### config.mk
export PLATFORM = sky130hd
export DESIGN_NAME = rail_sequencer
export DESIGN_NICKNAME = d
export VERILOG_FILES = /design/src/rtl/rail_seq_pkg.sv /design/src/rtl/rail_sequencer_tick_gen.sv /design/src/rtl/rail_sequencer.sv
export SDC_FILE = /design/constraint.sdc
export NUM_CORES = 1
export LEC_CHECK = 0
export ABC_AREA = 1
export BUFFER_PORTS_ARGS = -buffer_cell sky130_fd_sc_hd__buf_2
export CORE_ASPECT_RATIO = 0.75
export CORE_MARGIN = 2
export CORE_UTILIZATION = 60
export DETAILED_ROUTE_END_ITERATION = 8
export PLACE_DENSITY = 0.84
export REMOVE_ABC_BUFFERS = 1
export SYNTH_ARGS = -nofsm -noshare
export SYNTH_HDL_FRONTEND = slang
export SYNTH_SLANG_ARGS = --single-unit
### constraint.sdc
create_clock -name clk -period 1.92 [get_ports clk]
set_input_delay 0.096 -clock clk [delete_from_list [all_inputs] [get_ports clk]]
set_output_delay 0.096 -clock clk [all_outputs]
set_load 0.05 [all_outputs]
### src/rtl/rail_seq_pkg.sv
// Shared types and width helpers for the PMIC rail sequencer.
package rail_seq_pkg;

    typedef enum logic [2:0] {
        S_IDLE     = 3'd0,
        S_DELAY    = 3'd1,
        S_WAIT_PG  = 3'd2,
        S_ON       = 3'd3,
        S_SHUTDOWN = 3'd4,
        S_FAULT    = 3'd5
    } state_t;

    // Rail index width; matches the width of the fault_rail_o port (up to 8 rails).
    localparam int IDX_W = 3;

    // Bits needed to hold a counter that runs 0..max_val (never narrower than 1).
    function automatic int cnt_w(input int max_val);
        return (max_val < 1) ? 1 : $clog2(max_val + 1);
    endfunction

endpackage

### src/rtl/rail_sequencer_tick_gen.sv
// Free-running prescaler: one-clk tick every DIV+1 clocks, async active-low reset.
module tick_gen
    import rail_seq_pkg::*;
#(
    parameter int DIV = 2
) (
    input  logic clk,
    input  logic rst_n,
    output logic tick_o
);

    localparam int               CNT_W = cnt_w(DIV);
    localparam logic [CNT_W-1:0] TERM  = CNT_W'(DIV);

    logic [CNT_W-1:0] r_cnt;
    logic             w_tick;

    assign w_tick = (r_cnt == TERM);
    assign tick_o = w_tick;

    // Count 0..DIV and wrap on the terminal count.
    always_ff @(posedge clk or negedge rst_n) begin
        if (!rst_n) begin
            r_cnt <= '0;
        end else if (w_tick) begin
            r_cnt <= '0;
        end else begin
            r_cnt <= r_cnt + 1'b1;
        end
    end

endmodule

### src/rtl/rail_sequencer.sv
// PMIC rail sequencer: ascending power-up, descending power-down, pgood fault latch.
module rail_sequencer
    import rail_seq_pkg::*;
#(
    parameter int NUM_RAILS = 4,
    parameter int DIV       = 2,
    parameter int DELAY_W   = 8,
    parameter int TIMEOUT   = 200
) (
    input  logic                 clk,
    input  logic                 rst_n,
    input  logic                 en_i,
    input  logic [DELAY_W-1:0]   delay_i,
    input  logic [NUM_RAILS-1:0] pgood_i,
    output logic [NUM_RAILS-1:0] rail_en_o,
    output logic                 busy_o,
    output logic                 done_o,
    output logic                 fault_o,
    output logic [2:0]           fault_rail_o,
    output state_t               dbg_state_o
);

    localparam int               TCNT_W   = cnt_w(TIMEOUT);
    localparam logic [TCNT_W-1:0] TCNT_MAX = TCNT_W'(TIMEOUT);
    localparam logic [IDX_W-1:0] LAST_IDX = IDX_W'(NUM_RAILS - 1);

    state_t               r_state,      w_state_nxt;
    logic [NUM_RAILS-1:0] r_rail_en,    w_rail_en_nxt;
    logic [DELAY_W-1:0]   r_dly,        w_dly_nxt;
    logic [DELAY_W-1:0]   r_dcnt,       w_dcnt_nxt;
    logic [TCNT_W-1:0]    r_tcnt,       w_tcnt_nxt;
    logic [IDX_W-1:0]     r_idx,        w_idx_nxt;
    logic [IDX_W-1:0]     r_fault_rail, w_fault_rail_nxt;

    logic                 w_tick;
    logic [NUM_RAILS-1:0] w_mask;
    logic                 w_pg_idx;
    logic                 w_all_good;
    logic                 w_dly_hit;
    logic [IDX_W-1:0]     w_low_idx;

    tick_gen #(.DIV(DIV)) u_tick_gen (
        .clk    (clk),
        .rst_n  (rst_n),
        .tick_o (w_tick)
    );

    assign w_mask     = {{(NUM_RAILS-1){1'b0}}, 1'b1} << r_idx;
    assign w_pg_idx   = |(pgood_i & w_mask);
    assign w_all_good = &pgood_i;
    assign w_dly_hit  = (r_dcnt == r_dly);

    // Lowest-numbered rail whose power-good is low (reported on a fault from ON).
    always_comb begin
        w_low_idx = '0;
        for (int i = NUM_RAILS - 1; i >= 0; i--) begin
            if (!pgood_i[i]) w_low_idx = IDX_W'(i);
        end
    end

    // State register together with the datapath registers it steers.
    always_ff @(posedge clk or negedge rst_n) begin
        if (!rst_n) begin
            r_state      <= S_IDLE;
            r_rail_en    <= '0;
            r_dly        <= '0;
            r_dcnt       <= '0;
            r_tcnt       <= '0;
            r_idx        <= '0;
            r_fault_rail <= '0;
        end else begin
            r_state      <= w_state_nxt;
            r_rail_en    <= w_rail_en_nxt;
            r_dly        <= w_dly_nxt;
            r_dcnt       <= w_dcnt_nxt;
            r_tcnt       <= w_tcnt_nxt;
            r_idx        <= w_idx_nxt;
            r_fault_rail <= w_fault_rail_nxt;
        end
    end

    // Next-state and next-datapath decision.
    always_comb begin
        w_state_nxt      = r_state;
        w_rail_en_nxt    = r_rail_en;
        w_dly_nxt        = r_dly;
        w_dcnt_nxt       = r_dcnt;
        w_tcnt_nxt       = r_tcnt;
        w_idx_nxt        = r_idx;
        w_fault_rail_nxt = r_fault_rail;
        case (r_state)
            S_IDLE: begin
                w_rail_en_nxt = '0;
                if (en_i) begin
                    w_dly_nxt   = delay_i;
                    w_idx_nxt   = '0;
                    w_dcnt_nxt  = '0;
                    w_state_nxt = S_DELAY;
                end
            end
            S_DELAY: begin
                if (!en_i) begin
                    w_dcnt_nxt  = '0;
                    w_state_nxt = S_SHUTDOWN;
                end else if (w_dly_hit) begin
                    w_rail_en_nxt = r_rail_en | w_mask;
                    w_tcnt_nxt    = '0;
                    w_state_nxt   = S_WAIT_PG;
                end else if (w_tick) begin
                    w_dcnt_nxt = r_dcnt + 1'b1;
                end
            end
            S_WAIT_PG: begin
                // pgood wins over a timeout that expires in the same cycle.
                if (!en_i) begin
                    w_dcnt_nxt  = '0;
                    w_state_nxt = S_SHUTDOWN;
                end else if (w_pg_idx) begin
                    if (r_idx == LAST_IDX) begin
                        w_state_nxt = S_ON;
                    end else begin
                        w_idx_nxt   = r_idx + 1'b1;
                        w_dcnt_nxt  = '0;
                        w_state_nxt = S_DELAY;
                    end
                end else if (r_tcnt == TCNT_MAX) begin
                    w_fault_rail_nxt = r_idx;
                    w_rail_en_nxt    = '0;
                    w_state_nxt      = S_FAULT;
                end else if (w_tick) begin
                    // Never passes TCNT_MAX: reaching it forces FAULT first.
                    w_tcnt_nxt = r_tcnt + 1'b1;
                end
            end
            S_ON: begin
                if (!w_all_good) begin
                    w_fault_rail_nxt = w_low_idx;
                    w_rail_en_nxt    = '0;
                    w_state_nxt      = S_FAULT;
                end else if (!en_i) begin
                    w_idx_nxt   = LAST_IDX;
                    w_dcnt_nxt  = '0;
                    w_state_nxt = S_SHUTDOWN;
                end
            end
            S_SHUTDOWN: begin
                // en_i and pgood are deliberately ignored until IDLE.
                if (w_dly_hit) begin
                    w_rail_en_nxt = r_rail_en & ~w_mask;
                    w_dcnt_nxt    = '0;
                    if (r_idx == '0) begin
                        w_state_nxt = S_IDLE;
                    end else begin
                        w_idx_nxt = r_idx - 1'b1;
                    end
                end else if (w_tick) begin
                    w_dcnt_nxt = r_dcnt + 1'b1;
                end
            end
            S_FAULT: begin
                w_rail_en_nxt = '0;
                if (!en_i) begin
                    w_fault_rail_nxt = '0;
                    w_state_nxt      = S_IDLE;
                end
            end
            default: begin
                w_rail_en_nxt = '0;
                w_state_nxt   = S_IDLE;
            end
        endcase
    end

    // Outputs decoded from registered state only.
    always_comb begin
        busy_o       = 1'b0;
        done_o       = 1'b0;
        fault_o      = 1'b0;
        rail_en_o    = r_rail_en;
        fault_rail_o = r_fault_rail;
        dbg_state_o  = r_state;
        case (r_state)
            S_DELAY, S_WAIT_PG, S_SHUTDOWN: busy_o  = 1'b1;
            S_ON:                           done_o  = 1'b1;
            S_FAULT:                        fault_o = 1'b1;
            default:                        busy_o  = 1'b0;
        endcase
    end

endmodule

==> results of run 1 <==
==> state kept, by name, indices dropped and copies added, names as in the netlist <==
signal	cells
u_tick_gen.r_cnt	2
r_idx	3
r_dly	8
dbg_state_o	3
rail_en_o	4
r_dcnt	8
r_tcnt	8
fault_rail_o	3
==> how the worst min path moves through the flow <==
stage / slack [ns] / to / cells past startpoint
floorplan: -0.20 / dbg_state_o[0]$_DFFE_PN0P_ / 0
global placement: 0.02 / r_tcnt[3]$_DFFE_PN0P_ / 1
detailed placement: 0.02 / r_tcnt[3]$_DFFE_PN0P_ / 1
CTS: 0.02 / r_dly[2]$_DFFE_PN0P_ / 2
global route: 0.02 / r_dly[2]$_DFFE_PN0P_ / 2
finish: 0.02 / r_dly[6]$_DFFE_PN0P_ / 2
==> final cells by class <==
| class | instances | area [sq um] | area share [%] |
|---|---|---|---|
| multi-input cells | 298 | 1600 | 50.5 |
| flip-flops and latches | 39 | 978 | 30.9 |
| repair buffers | 38 | 220 | 6.96 |
| inverters | 51 | 191 | 6.05 |
| clock buffers | 7 | 96.3 | 3.04 |
| well taps | 57 | 71.3 | 2.25 |
| clock inverters | 1 | 7.51 | 0.237 |
==> power groups by stage <==
stage / clock network [uW] / registers, uW / logic [uW]
after floorplan: 0 / 1460 / 1340
after global placement: 0 / 1210 / 2070
after detailed placement: 0 / 1220 / 2130
after CTS: 639 / 1210 / 2150
after global routing: 674 / 1250 / 2380
final: 641 / 1220 / 2190
==> kinds of logic (layout without fill, tap and decap cells) <==
family	after synthesis	after routing	synth area share [%]
simple gates	226	226	36.9
buf+inv	62	97	9.78
compound gates	54	54	12.5
flops	39	39	34.2
xor+xnor	11	11	3.38
fa+ha+maj	4	4	2.02
mux	3	3	1.18
==> cells in the final DEF, fill, tap and decap left out, types with 6 or more instances in the layout <==
master	instances
o21ai_0	13
buf_4	10
inv_1	39
buf_2	27
xnor2_1	6
dfrtp_1	37
clkbuf_8	7
nor2_1	32
nand4_1	15
o21ai_1	8
nand3_1	22
nand2_1	128
o21ai_2	8
inv_2	11
a21oi_1	11
==> per-stage QoR <==
step                power (uW)  setup WS, ns
floorplan                 2800        -0.144
detailed placement        3360         0.111
CTS                       4000        0.0310
global placement          3290         0.244
finish                    4050        0.0766
global route              4310       0.00831
==> worst max-delay path, stage by stage, from the launching register on <==
cell and delay (ns):
dfrtp_2 0.45, inv_2 0.12, nand3_2 0.20, inv_2 0.21
fa_1 0.44, a21oi_1 0.19, o21ai_1 0.10
==> routing by layer <==
metal / vias to the layer above / share of wire, % / global-route usage (%)
li1: 1353 / - / -
met1: 1295 / 45 / 37.2
met2: 115 / 46 / 43.2
met3: 15 / 8.0 / 5.24
met4: 0 / 1.5 / 8.27
met5: - / 0 / 0
==> repair_timing <==
item                                    CTS  global route
gates resized for setup                   0             3
endpoints found under the hold margin    13             0
endpoints found under the setup margin    0             3
hold buffers                              1             0
==> flow_summary.yaml, run 1 <==
global_route:
  grt_pass1_vias: 2421
  globalRouteTotalUtil_pct: 27.0
  grt-ovfl-total: 0
  grt_first_pass_wirelength_mm: 11.4
  grt_max_degree: 16
  grt_antenna_before_repair: 0
yosys:
  ys_top_cells_by_count: "nand2_1 (128), dfrtp_1 (39), inv_1 (39), nor2_1 (33), nand3_1 (22)"
  ys_seq_area_share_pct: 34.2
  ys.flop_type: "dfrtp_1"
  synth-edff-count: 0
  yosysMostFrequentCell: "nand2_1"
  yosys.area.top_type: "dfrtp_1"
  synthCells: 399
  synth_cell_types: 36
  avgSynthCellArea_sq_um: 7.15
  yosysWarnings: 0
  synth_area_leaders: "dfrtp_1 (34%), nand2_1 (17%), inv_1 (5.1%)"
  async_flop_share_pct: 100
  ys_ff_latch: 39
  yosysTopAreaCellShare_pct: 34.2
  netlist_area_sq_mm: 0.00285
timing:
  worstMarginPinSlew_ns: 0.531
  clock_skew_ns: 0.00527
  fin_hold_ws_ns: 0.0213
  tns_ns: 0
  drv_slew: 0
  fmax_ghz: 0.542
  slew-limit-headroom_pct: 64.5
  grt_setup_unrepaired: "false"
  finalHoldViolCount: 0
  period_needed_ns: 1.84
  fin_crit_sh_pct: 96.0
  finalSetupViolCount: 0
setup_path:
  worst-r2r-cell-count: 6
  startpoint: "dbg_state_o[0]$_DFFE_PN0P_"
  worstSetupEndpointType: "register"
  r2r_end: "r_idx[1]$_DFFE_PN0P_"
  crit_arrival_ns: 2.03
  crit_required_ns: 2.11
  critPathMaxFanout: 9
  cp-start-kind: "register"
  cp-endpoint: "r_idx[1]$_DFFE_PN0P_"
  path_class: "register to register"
  r2r-start: "dbg_state_o[0]$_DFFE_PN0P_"
  worst-r2r-setup-slack_ns: 0.08
clocking:
  cts_buffers: 5
  clkTransAtPathRegs_ns: 0.08
  clock_latency_ns: 0.31
  cts_tree: "yes"
  htreeDepth: 2
  cts_sinks: 39
  clockBufferDepth: 2
  cts_root_buf: "clkbuf_8"
  cts_setup_buffers: 0
power:
  swShare_pct: 50.6
  ir_drop_v: 0.000787
  pwr-share-seq_pct: 30.1
  netSwitchingPower_uw: 2050
  p_int_uw: 2000
  combPwrFrac_pct: 54.0
  p_leak_uw: 0.00163
  p_per_area_mw_per_mm2: 1280
  clockPowerShare_pct: 15.8
job:
  drv_cap: 0
place:
  dp.cells: 482
  hpwl_mm: 5.13
  port_buffers: 27
  gp_congestion: 0.974
  place_area_sq_mm: 0.00305
status:
  status: "completed"
detailed_routing:
  route.detailed.drc: 0
  ant_nets: 0
  via_per_inst: 5.66
  wire_per_inst_um: 14.1
  dr.pass1.iters: 5
  drt-total-wl_mm: 6.91
  vias: 2778
  drt-initial-drc-count: 290
floorplanning:
  dieArea_sq_mm: 0.00533
  core_sq_mm: 0.00452
  rows: 21
  fp.dieW_um: 83.6
  fp.dieH_um: 63.7
  ioPinCount: 28
  start_util_pct: 63.1
cells_and_area:
  area_delta_synth_final_pct: 11.0
  fillers: 379
  stdcell_count: 491
  finish.utilization_pct: 70.0
  antenna_cells: 0
  final_nets: 452
  fin_area_sq_mm: 0.00316
  drive_above_1_share_pct: 22.1
min_path:
  hold_class: "input port to register"
  min_from: "delay_i[6]"
Power figures use the tool's default switching activity.
==> run 2: changes to the inputs <==
--- a/config.mk
+++ b/config.mk
@@ -11,8 +11,9 @@
 export CORE_MARGIN = 2
 export CORE_UTILIZATION = 60
 export DETAILED_ROUTE_END_ITERATION = 8
-export PLACE_DENSITY = 0.84
+export PLACE_DENSITY_LB_ADDON = 0.15
 export REMOVE_ABC_BUFFERS = 1
+export SKIP_CTS_REPAIR_TIMING = 1
 export SYNTH_ARGS = -nofsm -noshare
 export SYNTH_HDL_FRONTEND = slang
 export SYNTH_SLANG_ARGS = --single-unit
==> flow_summary.yaml, run 2 (synthesized netlist as in run 1, its figures left out) <==
global_route:
  busiest_layer: "met2"
  use_met1_pct: 36.0
  grt-ovfl-total: 0
  grt_max_degree: 40
  globalRouteTotalUtil_pct: 25.1
  grt_use_met2_pct: 37.3
  grt_first_pass_wirelength_mm: 10.8
  grt_antenna_before_repair: 0
  grt_pass1_vias: 2342
  grt_use_met3_pct: 5.77
cells_and_area:
  final_common_cell: "nand2_1"
  top_regs: "r_dcnt (8), r_dly (8), r_tcnt (8)"
  antenna_cells: 0
  area_delta_synth_final_pct: 10.8
  drive_above_1_share_pct: 22.1
  final_cell_mix: "nand2_1 (128), inv_1 (39), dfrtp_1 (37), nor2_1 (32), buf_2 (27)"
  seq_area_sq_um: 978
  multi_input_area_sq_mm: 0.00160
  stdcell_count: 492
  final_nets: 453
  fillers: 379
detailed_routing:
  route.detailed.drc: 0
  drt-initial-drc-count: 198
  drt-total-wl_mm: 6.36
  vias: 2641
  wire_per_inst_um: 12.9
  dr.pass1.iters: 4
  via_per_inst: 5.37
  ant_nets: 0
clocking:
  cts_buffers: 5
  cts_sinks: 39
  clkTransAtPathRegs_ns: 0.08
  clock_latency_ns: 0.30
  htreeDepth: 2
  clockBufferDepth: 2
  cts_root_buf: "clkbuf_8"
  cts_tree: "yes"
place:
  hpwl_mm: 4.95
  gp_congestion: 0.930
  dp.cells: 483
  port_buffers: 27
timing:
  grt_setup_unrepaired: "false"
  fmax_ghz: 0.545
  fin_hold_ws_ns: 0.0380
  finalSetupViolCount: 0
  worstMarginPinSlew_ns: 0.506
  drv_slew: 0
  finalHoldViolCount: 0
  clock_skew_ns: 0.0104
  period_needed_ns: 1.84
  fin_crit_sh_pct: 95.6
  slew-limit-headroom_pct: 66.2
setup_path:
  worst-r2r-cell-count: 4
  crit_arrival_ns: 1.74
  r2r_end: "r_dly[3]$_DFFE_PN0P_"
  worst-r2r-setup-slack_ns: 0.19
  worstSetupEndpointType: "primary output"
  critPathMaxFanout: 8
  crit_required_ns: 1.82
  r2r-start: "dbg_state_o[2]$_DFFE_PN0P_"
  path_class: "register to primary output"
  cp-start-kind: "register"
floorplanning:
  fp.dieH_um: 63.7
  core_sq_mm: 0.00452
  dieArea_sq_mm: 0.00533
  ioPinCount: 28
  rows: 21
  fp.dieW_um: 83.6
  start_util_pct: 63.1
min_path:
  min_path_cells: 2
  hold_class: "input port to register"
  min_to: "r_dly[2]$_DFFE_PN0P_"
  min_from: "delay_i[2]"
power:
  p_per_area_mw_per_mm2: 1240
  ir_drop_v: 0.000840
  p_leak_uw: 0.00162
job:
  drv_cap: 0
status:
  status: "completed"
## run 2: worst max-delay path, stage by stage, from the launching register on
cell and delay (ns):
dfrtp_2 0.45, inv_2 0.12, nand3_2 0.18, inv_2 0.11, buf_4 0.16, nor2_1 0.07
nand2_1 0.08, buf_2 0.26
## run 2: final cells by class
type                            instances  area share (%)
Clock buffer                            6            2.30
Clock inverter                          2           0.396
Inverter                               51            6.06
Multi-Input combinational cell        298            50.8
Sequential cell                        39            31.0
Tap cell                               57            2.26
Timing Repair Buffer                   39            7.21
## run 2: routing by layer
layer | vias to the layer above | share of wire, %
li1 | 1357 | -
met1 | 1200 | 49
met2 | 77 | 43
met3 | 7 | 6.5
met4 | 0 | 0.99
met5 | - | 0
## run 2: worst max-delay path by stage
| stage | start | endpoint |
|---|---|---|
| 2_1_floorplan | dbg_state_o[0]$_DFFE_PN0P_ | r_tcnt[7]$_DFFE_PN0P_ |
| 3_3_place_gp | dbg_state_o[0]$_DFFE_PN0P_ | r_idx[2]$_DFFE_PN0P_ |
| 3_5_place_dp | dbg_state_o[2]$_DFFE_PN0P_ | r_dly[3]$_DFFE_PN0P_ |
| 4_1_cts | dbg_state_o[0]$_DFFE_PN0P_ | busy_o |
| 5_1_grt | dbg_state_o[0]$_DFFE_PN0P_ | busy_o |
| 6_report | dbg_state_o[0]$_DFFE_PN0P_ | busy_o |
## run 2: metrics by stage
| step | total power, uW | setup TNS (ns) | area [sq um] | utilization [%] | worst slack [ns] |
|---|---|---|---|---|---|
| floorplan | 2800 | -1.42 | 2760 | - | -0.144 |
| global placement | 3300 | 0 | 3050 | 67.6 | 0.234 |
| detailed placement | 3350 | 0 | 3050 | 67.6 | 0.202 |
| CTS | 3900 | -0.0278 | 3140 | 69.4 | -0.0278 |
| global route | 4220 | 0 | 3160 | 69.9 | 0.0143 |
| finish | 3910 | 0 | 3160 | 69.9 | 0.0841 |
## run 2: where the power goes
group | switching (uW) | internal [uW]
registers | 184 | 1020
logic | 1500 | 655
clock network | 294 | 254
==> run 3: changes to the inputs <==
--- a/config.mk
+++ b/config.mk
@@ -5,11 +5,11 @@
 export SDC_FILE = /design/constraint.sdc
 export NUM_CORES = 1
 export LEC_CHECK = 0
-export ABC_AREA = 1
+export ABC_AREA = 0
 export BUFFER_PORTS_ARGS = -buffer_cell sky130_fd_sc_hd__buf_2
 export CORE_ASPECT_RATIO = 0.75
 export CORE_MARGIN = 2
-export CORE_UTILIZATION = 60
+export CORE_UTILIZATION = 59
 export DETAILED_ROUTE_END_ITERATION = 8
 export PLACE_DENSITY_LB_ADDON = 0.15
 export REMOVE_ABC_BUFFERS = 1
==> flow_summary.yaml, run 3 <==
floorplanning:
  rows: 20
  start_util_pct: 62.2
  dieArea_sq_mm: 0.00484
  fp.dieH_um: 60.8
  ioPinCount: 28
  fp.dieW_um: 79.7
  core_sq_mm: 0.00408
timing:
  grt_setup_unrepaired: "true"
  finalSetupViolCount: 18
  slew-limit-headroom_pct: 42.4
  fin_crit_sh_pct: 114
  fmax_ghz: 0.456
  period_needed_ns: 2.19
  worstMarginPinSlew_ns: 0.863
  finalHoldViolCount: 0
  worst_slack_ns: -0.272
  clock_skew_ns: 0.0109
  drv_slew: 0
place:
  hpwl_mm: 5.16
  gp_congestion: 0.877
  place_ws_ns: -0.299
  dp.cells: 406
  port_buffers: 27
clocking:
  cts_tree: "yes"
  clkTransAtPathRegs_ns: 0.07
  htreeDepth: 2
  cts_root_buf: "clkbuf_8"
  clockBufferDepth: 2
  clock_latency_ns: 0.30
  cts_buffers: 5
  cts_sinks: 39
power:
  pwr-share-seq_pct: 25.3
  swShare_pct: 45.0
  p_leak_uw: 0.00166
  netSwitchingPower_uw: 2020
  combPwrFrac_pct: 62.6
  clockPowerShare_pct: 12.1
  ir_drop_v: 0.00111
  p_per_area_mw_per_mm2: 1260
  p_int_uw: 2460
yosys:
  netlist_area_sq_mm: 0.00254
  avgSynthCellArea_sq_um: 9.19
  yosysWarnings: 0
  yosysTopAreaCellShare_pct: 38.5
  ys_top_cells_by_count: "dfrtp_1 (39), nor2_1 (27), o21ai_0 (22), a21oi_1 (19), nand2_1 (16)"
  ys_seq_area_share_pct: 38.5
  yosysMostFrequentCell: "dfrtp_1"
  synth_cell_types: 59
  synth-edff-count: 0
  synth_area_leaders: "dfrtp_1 (38%), mux2_2 (4.9%), o21ai_0 (4.3%)"
  async_flop_share_pct: 100
  ys.flop_type: "dfrtp_1"
  ys_ff_latch: 39
  synthCells: 276
  yosys.area.top_type: "dfrtp_1"
cells_and_area:
  antenna_cells: 0
  final_cell_mix: "buf_4 (60), dfrtp_1 (38), buf_2 (27), nor2_1 (24), nand2_1 (13)"
  final_nets: 386
  drive_above_1_share_pct: 46.2
  stdcell_count: 423
  final_common_cell: "buf_4"
  top_regs: "r_dcnt (8), r_dly (8), r_tcnt (8)"
  area_delta_synth_final_pct: 40.5
min_path:
  hold_class: "input port to register"
  min_from: "delay_i[7]"
  min_path_cells: 2
  min_to: "r_dly[7]$_DFFE_PN0P_"
global_route:
  globalRouteTotalUtil_pct: 29.8
  grt-ovfl-total: 0
  grt_first_pass_wirelength_mm: 11.0
  grt_antenna_before_repair: 0
  grt_max_degree: 40
  grt_pass1_vias: 2344
setup_path:
  startpoint: "r_dly[6]$_DFFE_PN0P_"
  critPathMaxFanout: 4
  crit_required_ns: 2.08
  path_class: "register to register"
  worstSetupEndpointType: "register"
  crit_arrival_ns: 2.35
  r2r_end: "r_idx[2]$_DFFE_PN0P_"
  cp-start-kind: "register"
  worst-r2r-cell-count: 8
  worst-r2r-setup-slack_ns: -0.27
  r2r-start: "r_dly[6]$_DFFE_PN0P_"
detailed_routing:
  drt-initial-drc-count: 225
  drt-total-wl_mm: 7.71
  dr.pass1.iters: 7
  route.detailed.drc: 0
  wire_per_inst_um: 18.2
  via_per_inst: 6.22
  vias: 2630
  ant_nets: 0
status:
  violations: "setup timing"
  status: "finished with violations"
job:
  drv_cap: 0
run 3: changes by cell type after synthesis, sizes merged, moves of 7 or more:
cell,delta
inv,-39
mux2,+8
mux2i,+7
nand2,-116
nand3,-18
nand4,-13
nor2,-15
o21ai,-7
or3,+7
run 3: layout make-up:
class                   count  area (sq um)
well taps                  55          68.8
multi-input cells         213          1690
repair buffers             97           697
clock buffers               6          72.6
fillers                   215           515
flip-flops and latches     39           977
inverters                  11          43.8
clock inverters             2          12.5
run 3: logic make-up after synthesis:
family / share of synthesized area [%]
adder cells (fa/ha/maj): 2.27
buffers and inverters: 4.98
AND/OR/NAND/NOR: 22.1
XOR/XNOR: 3.11
flip-flops: 38.5
multiplexers: 7.65
AO/OA/AOI/OAI: 21.5
run 3: per-stage QoR:
stage	util, %	setup TNS, ns	cell area (sq um)	total power [uW]	hold slack [ns]
2_1_floorplan	-	-11.23	2450	2500	-0.200
3_3_place_gp	76.5	-3.27	3120	3320	0.253
3_5_place_dp	76.5	-4.06	3120	3400	0.249
4_1_cts	78.6	-4.64	3210	3950	-0.0635
5_1_grt	87.4	-4.20	3560	4690	0.0383
6_report	87.4	-2.32	3560	4480	0.0319
run 3: worst max path at each step:
stage | endpoint | slack [ns] | depth (start not counted)
2_1_floorplan | fault_rail_o[0]$_DFFE_PN0P_ | -1.20 | 5
3_3_place_gp | r_idx[2]$_DFFE_PN0P_ | -0.23 | 8
3_5_place_dp | r_idx[2]$_DFFE_PN0P_ | -0.30 | 8
4_1_cts | r_idx[2]$_DFFE_PN0P_ | -0.35 | 8
5_1_grt | r_idx[2]$_DFFE_PN0P_ | -0.37 | 8
6_report | r_idx[2]$_DFFE_PN0P_ | -0.27 | 8
run 3: per-layer routing:
metal / vias up / wire length (um) / global-route usage, %
li1: 1192 / - / -
met1: 1254 / 3230 / 40.8
met2: 156 / 3640 / 46.9
met3: 28 / 658 / 7.74
met4: 0 / 182 / 9.85
met5: - / 0 / 0
run 3: power groups by stage:
stage | clock [uW] | sequential [uW] | combinational, uW
floorplan | 0 | 1380 | 1120
global placement | 0 | 1110 | 2210
detailed placement | 0 | 1130 | 2270
CTS | 547 | 1120 | 2290
global route | 576 | 1150 | 2960
finish | 542 | 1130 | 2800
run 3: critical path: stages, from the launching register on:
cell	delay, ns
dfrtp_1	0.39
xor2_1	0.16
nor4_1	0.32
buf_4	0.19
nand2_4	0.06
a2111oi_4	0.41
buf_4	0.21
mux2i_2	0.21
nand3_1	0.11
